==> config.mk <==
export PLATFORM = sky130hd
export DESIGN_NAME = enc_gray_arb
export DESIGN_NICKNAME = d
export VERILOG_FILES = /design/src/rtl/enc_gray_arb.sv
export SDC_FILE = /design/constraint.sdc
export NUM_CORES = 1
export LEC_CHECK = 0
export CORE_ASPECT_RATIO = 0.9
export CORE_MARGIN = 1
export CORE_UTILIZATION = 53
export CTS_CLUSTER_SIZE = 24
export DETAILED_ROUTE_END_ITERATION = 16
export PLACE_DENSITY = 0.91
export SKIP_CTS_REPAIR_TIMING = 1
export SLEW_MARGIN = 20
export SYNTH_ARGS = -nofsm -noshare
export SYNTH_HDL_FRONTEND = slang
export SYNTH_SLANG_ARGS = --single-unit
==> constraint.sdc <==
create_clock -name clk -period 5.3 [get_ports clk]
set_input_delay 1.06 -clock clk [delete_from_list [all_inputs] [get_ports clk]]
set_output_delay 1.06 -clock clk [all_outputs]
set_load 0.03 [all_outputs]
==> src/rtl/enc_gray_arb.sv <==
// enc_gray_arb: round-robin arbiter sharing one binary-to-Gray converter among
// NREQ requesters. The result sits in a one-entry output register tagged with
// the winner's ID.
// Optional build macro ENC_GRAY_CHK_EN adds a Gray decoder, a shadow copy of
// the accepted binary word and a sticky err output.
//
// state    | meaning
// ---------+----------------------------------------------------------
// ST_EMPTY | output register holds no word; any winner may load it
// ST_FULL  | output register holds a word; refill only when out_ready
module enc_gray_arb #(
  parameter int NREQ  = 4,
  parameter int WIDTH = 10,
  parameter int IDW   = 2
) (
  input  logic                  clk,
  input  logic                  rst,
  input  logic [NREQ-1:0]       req_valid,
  output logic [NREQ-1:0]       req_ready,
  input  logic [NREQ*WIDTH-1:0] req_bin,
  output logic                  out_valid,
  input  logic                  out_ready,
  output logic [WIDTH-1:0]      out_gray,
  output logic [IDW-1:0]        out_id
`ifdef ENC_GRAY_CHK_EN
  ,
  output logic                  err
`endif
);

  typedef enum logic {ST_EMPTY = 1'b0, ST_FULL = 1'b1} state_t;

  state_t           state_q, state_d;
  logic [IDW-1:0]   rr_ptr;
  logic [IDW-1:0]   rr_ptr_nxt;
  logic             found;
  logic [IDW-1:0]   win_id;
  logic [WIDTH-1:0] win_bin;
  logic [WIDTH-1:0] win_gray;
  logic             slot_free;
  logic             grant;

  assign out_valid = (state_q == ST_FULL);
  assign slot_free = (state_q == ST_EMPTY) || out_ready;
  assign grant     = found && slot_free && !rst;
  assign win_gray  = win_bin ^ (win_bin >> 1);

  // Round-robin search starting at rr_ptr; the index wraps explicitly at NREQ
  // so non-power-of-two requester counts never select a phantom requester.
  always_comb begin
    int idx;
    found   = 1'b0;
    win_id  = '0;
    win_bin = '0;
    for (int k = 0; k < NREQ; k++) begin
      idx = int'(rr_ptr) + k;
      if (idx >= NREQ) idx = idx - NREQ;
      if (!found && req_valid[idx]) begin
        found   = 1'b1;
        win_id  = IDW'(idx);
        win_bin = req_bin[idx*WIDTH +: WIDTH];
      end
    end
  end

  // Ready goes only to the winner, and only when the slot can take a word.
  always_comb begin
    req_ready = '0;
    if (grant) req_ready[win_id] = 1'b1;
  end

  // Pointer advances to the requester after the winner, wrapping at NREQ-1.
  always_comb begin
    rr_ptr_nxt = (win_id == IDW'(NREQ - 1)) ? '0 : win_id + IDW'(1);
  end

  // Output register occupancy state.
  always_ff @(posedge clk or posedge rst) begin
    if (rst) state_q <= ST_EMPTY;
    else     state_q <= state_d;
  end

  // Next occupancy: a grant always fills; a drain without refill empties.
  always_comb begin
    state_d = state_q;
    case (state_q)
      ST_EMPTY: if (grant) state_d = ST_FULL;
      ST_FULL:  if (grant) state_d = ST_FULL;
                else if (out_ready) state_d = ST_EMPTY;
      default:  state_d = ST_EMPTY;
    endcase
  end

  // Converted word, its ID and the priority pointer update only on a transfer;
  // on a plain drain the last word and ID stay visible.
  always_ff @(posedge clk or posedge rst) begin
    if (rst) begin
      out_gray <= '0;
      out_id   <= '0;
      rr_ptr   <= '0;
    end else if (grant) begin
      out_gray <= win_gray;
      out_id   <= win_id;
      rr_ptr   <= rr_ptr_nxt;
    end
  end

`ifdef ENC_GRAY_CHK_EN
  logic [WIDTH-1:0] shadow_bin;
  logic [WIDTH-1:0] dec_bin;

  // Shadow of the accepted binary word, loaded on the same edge as out_gray.
  always_ff @(posedge clk or posedge rst) begin
    if (rst)        shadow_bin <= '0;
    else if (grant) shadow_bin <= win_bin;
  end

  // Gray-to-binary decode: prefix XOR running down from the MSB.
  always_comb begin
    dec_bin = '0;
    dec_bin[WIDTH-1] = out_gray[WIDTH-1];
    for (int i = WIDTH - 2; i >= 0; i--) begin
      dec_bin[i] = dec_bin[i+1] ^ out_gray[i];
    end
  end

  // Sticky error on any decode mismatch while the output holds a word.
  always_ff @(posedge clk or posedge rst) begin
    if (rst)                                    err <= 1'b0;
    else if (out_valid && (dec_bin != shadow_bin)) err <= 1'b1;
  end
`endif

endmodule

* Word level (Yosys, flattened, before mapping)
Index checks and enable logic that the tools add are counted.
Widths: inputs -> output; s select.
** Storage, ports and cells
- Bits in registers :: 15
- Logic and storage cells :: 80
- Input port bits :: 47
** Cells by class
- Order comparisons :: 10
- Reduce and logical (&&, ||, !) cells :: 11
- Eq/ne operators :: 1
- Add/sub/neg operators :: 8
- Multipliers :: 4
- Multiplexer cells :: 36
- Bitwise logic cells :: 2
- Shift-type cells :: 4
** Operators with widths (number)
- $shiftx 40x32->10 :: 4
- $lt 32x4->1 const B :: 4
- $mul 32x4->31 const B :: 4
- $mux 32 :: 4
- $mux 10 :: 4
- $mux 1 :: 16
- $sub 3x3->4 const B :: 3
- $mux 2 :: 5
- $xor 10x9->10 :: 1
- $ge 3x3->1 const B :: 3
- $bmux 1 s2 :: 4
- $add 2x2->3 const B :: 2
- $logic_and 1x1->1 :: 6
- $logic_not 1->1 :: 4
- $mux 4 :: 1
- $sub 2x3->4 const B :: 1
- $add 2x1->3 const B :: 1
- $ge 2x3->1 const B :: 1
- $lt 2x3->1 const B :: 1
- $add 2x1->2 const B :: 1
- $demux 1 s2 :: 1
- $eq 2x2->1 const B :: 1
- $ge 2x1->1 const B :: 1
- $pmux 1 s2 :: 1
- other kinds (2) :: 2

* Logic depth before layout (Yosys ltp)
- Depth after elaboration :: 20
- Gate-level depth with buffers :: 22
- Depth with buffers taken out :: 13

* Worst setup path before layout
No wires, ideal clock.
- Path kind :: flip-flop to flip-flop
- From :: register rr_ptr[0]
- To :: register out_gray[5]
- Path slack :: 0.316 ns
- Library setup time :: 0.082 ns
- Period minus slack after synthesis :: 4.984 ns
- Stages on the path, launching flop included :: 22
- Required time :: 5.218 ns
- Data arrival time :: 4.902 ns
- Buffers on the path :: 10
- Cell sequence :: dfrtp_1 -> buf_6 -> buf_12 -> buf_6 -> buf_6 -> inv_1 -> ha_1 -> buf_4 -> buf_6 -> buf_2 -> buf_1 -> clkbuf_1 -> nor2b_1 -> inv_1 -> fa_1 -> clkbuf_1 -> or4b_1 -> a21oi_1 -> nand2_1 -> a311oi_1 -> o21ai_0 -> a31oi_1
** Between the ends
- Longest elaborated chain between the ends :: 17
- Elaborated cells on any way between the ends :: 52
- Those cells by class :: add/sub (7); mul (4); order compare (4); shift (4); mux (24); bitwise (1); reduce/logical (8)
** RTL lines
- start: declaration :: line 34 : logic [IDW-1:0] rr_ptr;
- start signal: assignment :: line 104 : rr_ptr <= rr_ptr_nxt;
- branches (longest 17 deep; another with $mul 32x4->31)
- end signal: assignment :: line 102 : out_gray <= win_gray;
- end: declaration :: line 23 : output logic [WIDTH-1:0] out_gray,
Several ways; the timed one is not identified. The select of a mux whose other input is x is not followed.
A chain may end at the register's enable or synchronous reset.

* Worst setup path after layout
- From :: input port req_valid[3]
- To :: output port req_ready[0]
** Between the ends
- Longest elaborated chain between the ends :: 18
- Elaborated cells on any way between the ends :: 34
- Those cells by class :: order compare (2); mux (23); reduce/logical (9)
** RTL lines
- start: declaration :: line 18 : input logic [NREQ-1:0] req_valid,
- $bmux 1 s2 :: line 58 : if (!found && req_valid[idx]) begin
- $mux 1 (implied by the code) (2 in a row) :: line 58
- $mux 1 :: line 58
- $logic_not 1->1 :: line 58
- $logic_and 1x1->1 :: line 58
- $mux 1 :: line 58
- $logic_not 1->1 :: line 58
- $logic_and 1x1->1 :: line 58
- [... 2 more ...]
- $logic_and 1x1->1 :: line 58
- $mux 2 (*) :: line 58
- named net win_id[1] :: line 37 : logic [IDW-1:0] win_id;
- $lt 2x3->1 (implied by the code) or $ge 2x1->1 (tied branches) :: line 69 : if (grant) req_ready[win_id] = 1'b1;
- $logic_and 1x1->1 (implied by the code) :: line 69
- $mux 1 (implied by the code) :: line 69
- $demux 1 s2 (*) :: line 69
- $mux 4 (*) :: line 69
- end: declaration :: line 19 : output logic [NREQ-1:0] req_ready,
Mark *: on every way through the listed nets, which the timed path passes. The rest lies on a longest branch. The select of a mux whose other input is x is not followed.

==> results.sh <==
export IMPL_numCtsBuffers=3
export IMPL_grt_start_max_net_pins=75
export IMPL_layout_min_cycle_time_ns=5.12
export IMPL_fin_worst_skew_ns=0.00253
export IMPL_p_per_area_nw_per_um2=719
export IMPL_synth_seq_area_share_pct=7.38
export IMPL_async_flop_share_pct=100
export IMPL_worst_pin_slew_ns=0.928
export IMPL_hold_path_class="reg -> reg"
export IMPL_synthFlopType="dfrtp_1"
export IMPL_vdd_ir_drop_max_uv=663
export IMPL_worstHoldStart="out_gray[4]"
export IMPL_setup_tns_ns=0
export IMPL_synth_top_area_share_pct=19.5
export IMPL_ys_warnings_count=0
export IMPL_wl_per_cell_um=24.3
export IMPL_finalNonFillerCells=720
export IMPL_drv_slew=0
export IMPL_dp_cells=716
export IMPL_clock_root_buffer="clkbuf_8"
export IMPL_fin_hold_ws_ns=0.491
export IMPL_pin_count=64
export IMPL_antenna_found_initial=0
export IMPL_cap_violations=0
export IMPL_rsz0062_at_grt="false"
export IMPL_drc=0
export IMPL_fin_crit_sh_pct=96.6
export IMPL_crit_type="in -> out"
export IMPL_cts_tree="yes"
export IMPL_synth_edf_count=0
export IMPL_synth_cell_types=77
export IMPL_seqCellArea_um2=380
export IMPL_p_leak_nw=2.04
export IMPL_die_h_um=94.9
export IMPL_antenna_violating_nets_post_route=0
export IMPL_grt_pass1_vias=5274
export IMPL_worst_path_max_fanout=14
export IMPL_multi_input_area_um2=4300
export IMPL_nets=663
export IMPL_core_area_um2=9210
export IMPL_mostFrequentLayoutCells="clkdlybuf4s50_1 (61), nand2_1 (49), mux4_2 (44)"
export IMPL_grt_usage_pct=34.8
export IMPL_drive_above_1_share_pct=20.2
export IMPL_critPathCaptureType="primary output"
export IMPL_drtPass1Iterations=7
export IMPL_grt_ovfl_total=0
export IMPL_num_vias=5455
export IMPL_area_growth_pct=12.1
export IMPL_clkSlewWorstSetupHoldPaths_ns=0.06
export IMPL_worstPathArrival_ns=4.06
export IMPL_vias_per_cell=7.58
export IMPL_place_hpwl_mm=12.7
export IMPL_finalHoldViolCount=0
export IMPL_antenna_cells=0
export IMPL_final_common_cell="clkdlybuf4s50_1"
export IMPL_routabilityCongestion=1.03
export IMPL_syn_avg_cell_area_um2=8.89
export IMPL_r2r_start="rr_ptr[1]"
export IMPL_syn_area_um2=5080
export IMPL_required_ns=4.24
export IMPL_die_w_um=105
export IMPL_rows=33
export IMPL_total_power_mw=4.10
export IMPL_start_util_pct=55.2
export IMPL_yosys_register_bits=15
export IMPL_grt_pass1_wl_mm=27.4
export IMPL_synth_area_top_cells="mux4_2 (19%), mux2_2 (8.2%), dfrtp_1 (7.4%), mux2i_1 (6.3%), ha_1 (3.9%)"
export IMPL_port_buffers=63
export IMPL_setup_viol=0
export IMPL_critPathLaunchType="input pin"
export IMPL_status="complete, no violations"
export IMPL_maxClockFrequency_mhz=195
export IMPL_relSlewSlack_pct=38.1
export IMPL_synth_top_cell_by_area="mux4_2"
export IMPL_clock_latency_ns=0.25
export IMPL_syn_nets=636
export IMPL_cts_sinks=15
export IMPL_cts_max_level=1
export IMPL_synthCells=572
export IMPL_dieArea_um2=9990
export IMPL_critPathLaunch="req_valid[3]"
export IMPL_cts_path_max_buffers=2
export IMPL_wl_mm=17.5
export IMPL_n_fill_cell=765
export IMPL_drt_iter0_markers=795
[worst paths after layout]
check	end	slack [ns]	cells past startpoint
max in group asynchronous	rr_ptr[0]	3.93	3
worst max-delay path	req_ready[0]	0.18	9
worst max register to register	out_gray[5]	0.69	12
worst min-delay path	out_gray[4]	0.49	2
worst min register to register	out_gray[4]	0.49	2
min in group asynchronous	out_gray[6]	1.17	3
[worst max-delay path, stage by stage]
cell and delay (ns):
clkdlybuf4s50_1 0.62, mux4_1 0.63, nor3_1 0.24, a21oi_1 0.06, o21ai_0 0.41, inv_1 0.12
ha_1 0.20, and2_1 0.13, clkdlybuf4s50_1 0.58
[cells by family after synthesis]
group                      Yosys count  share of synthesized area, %
DFF                                 15                          7.38
adders and majority gates           17                          4.33
and+or+nand+nor                    186                          19.9
muxes                              118                          36.4
AOI/OAI and AO/OA                  157                          23.0
buffers and inverters               73                          8.02
xor gates and xnor gates             6                          1.03
[synth_stat cells, types with 7 or more instances]
library cell / number
inv_1: 11
clkbuf_1: 21
nand2b_1: 16
a31oi_1: 7
mux4_2: 44
buf_6: 8
dfrtp_1: 15
nor3_1: 9
nor2_1: 17
mux2i_1: 32
mux2_2: 37
o21ai_0: 24
nand2_1: 49
nor2b_1: 19
buf_4: 9
buf_2: 18
a22oi_1: 8
o32ai_1: 7
nand3_1: 18
ha_1: 16
a221oi_1: 11
a21oi_1: 17
a211oi_1: 13
and2_1: 14
[power breakdown]
part           total, mW  switching [mW]  internal [mW]  leakage, nW
clock network     0.0942          0.0421         0.0521       0.0255
registers          0.232          0.0599          0.172        0.181
logic               3.77            2.15           1.63         1.83
[cell type report]
type	count	share of cell area, %
inverter	13	0.856
clock buffer	3	0.724
tap	122	2.68
clock inverter	1	0.0878
sequential	15	6.67
multi-input combinational	484	75.5
timing repair buffer	82	13.5
[stage by stage]
stage | util (%) | setup slack (ns) | area (µm²)
global placement | 61.4 | 0.431 | 5650
global route | 61.9 | 0.0265 | 5700
CTS | 61.9 | 0.205 | 5700
floorplan | - | 0.316 | 5080
finish | 61.9 | 0.182 | 5700
detailed placement | 61.4 | 0.232 | 5650
[per-layer routing]
layer | track usage, % | vias to the layer above | part of all wire [%]
met2 | 56.9 | 452 | 46
met3 | 8.42 | 81 | 13
li1 | - | 2345 | -
met4 | 12.7 | 0 | 3.7
met5 | 0 | - | 0
met1 | 44.9 | 2577 | 38
[flip-flops by register name, summed over array words and instances, names as in the netlist]
signal,cells
out_valid,1
out_id,2
rr_ptr,2
out_gray,10
No activity file was read; power rests on OpenSTA's default activity.
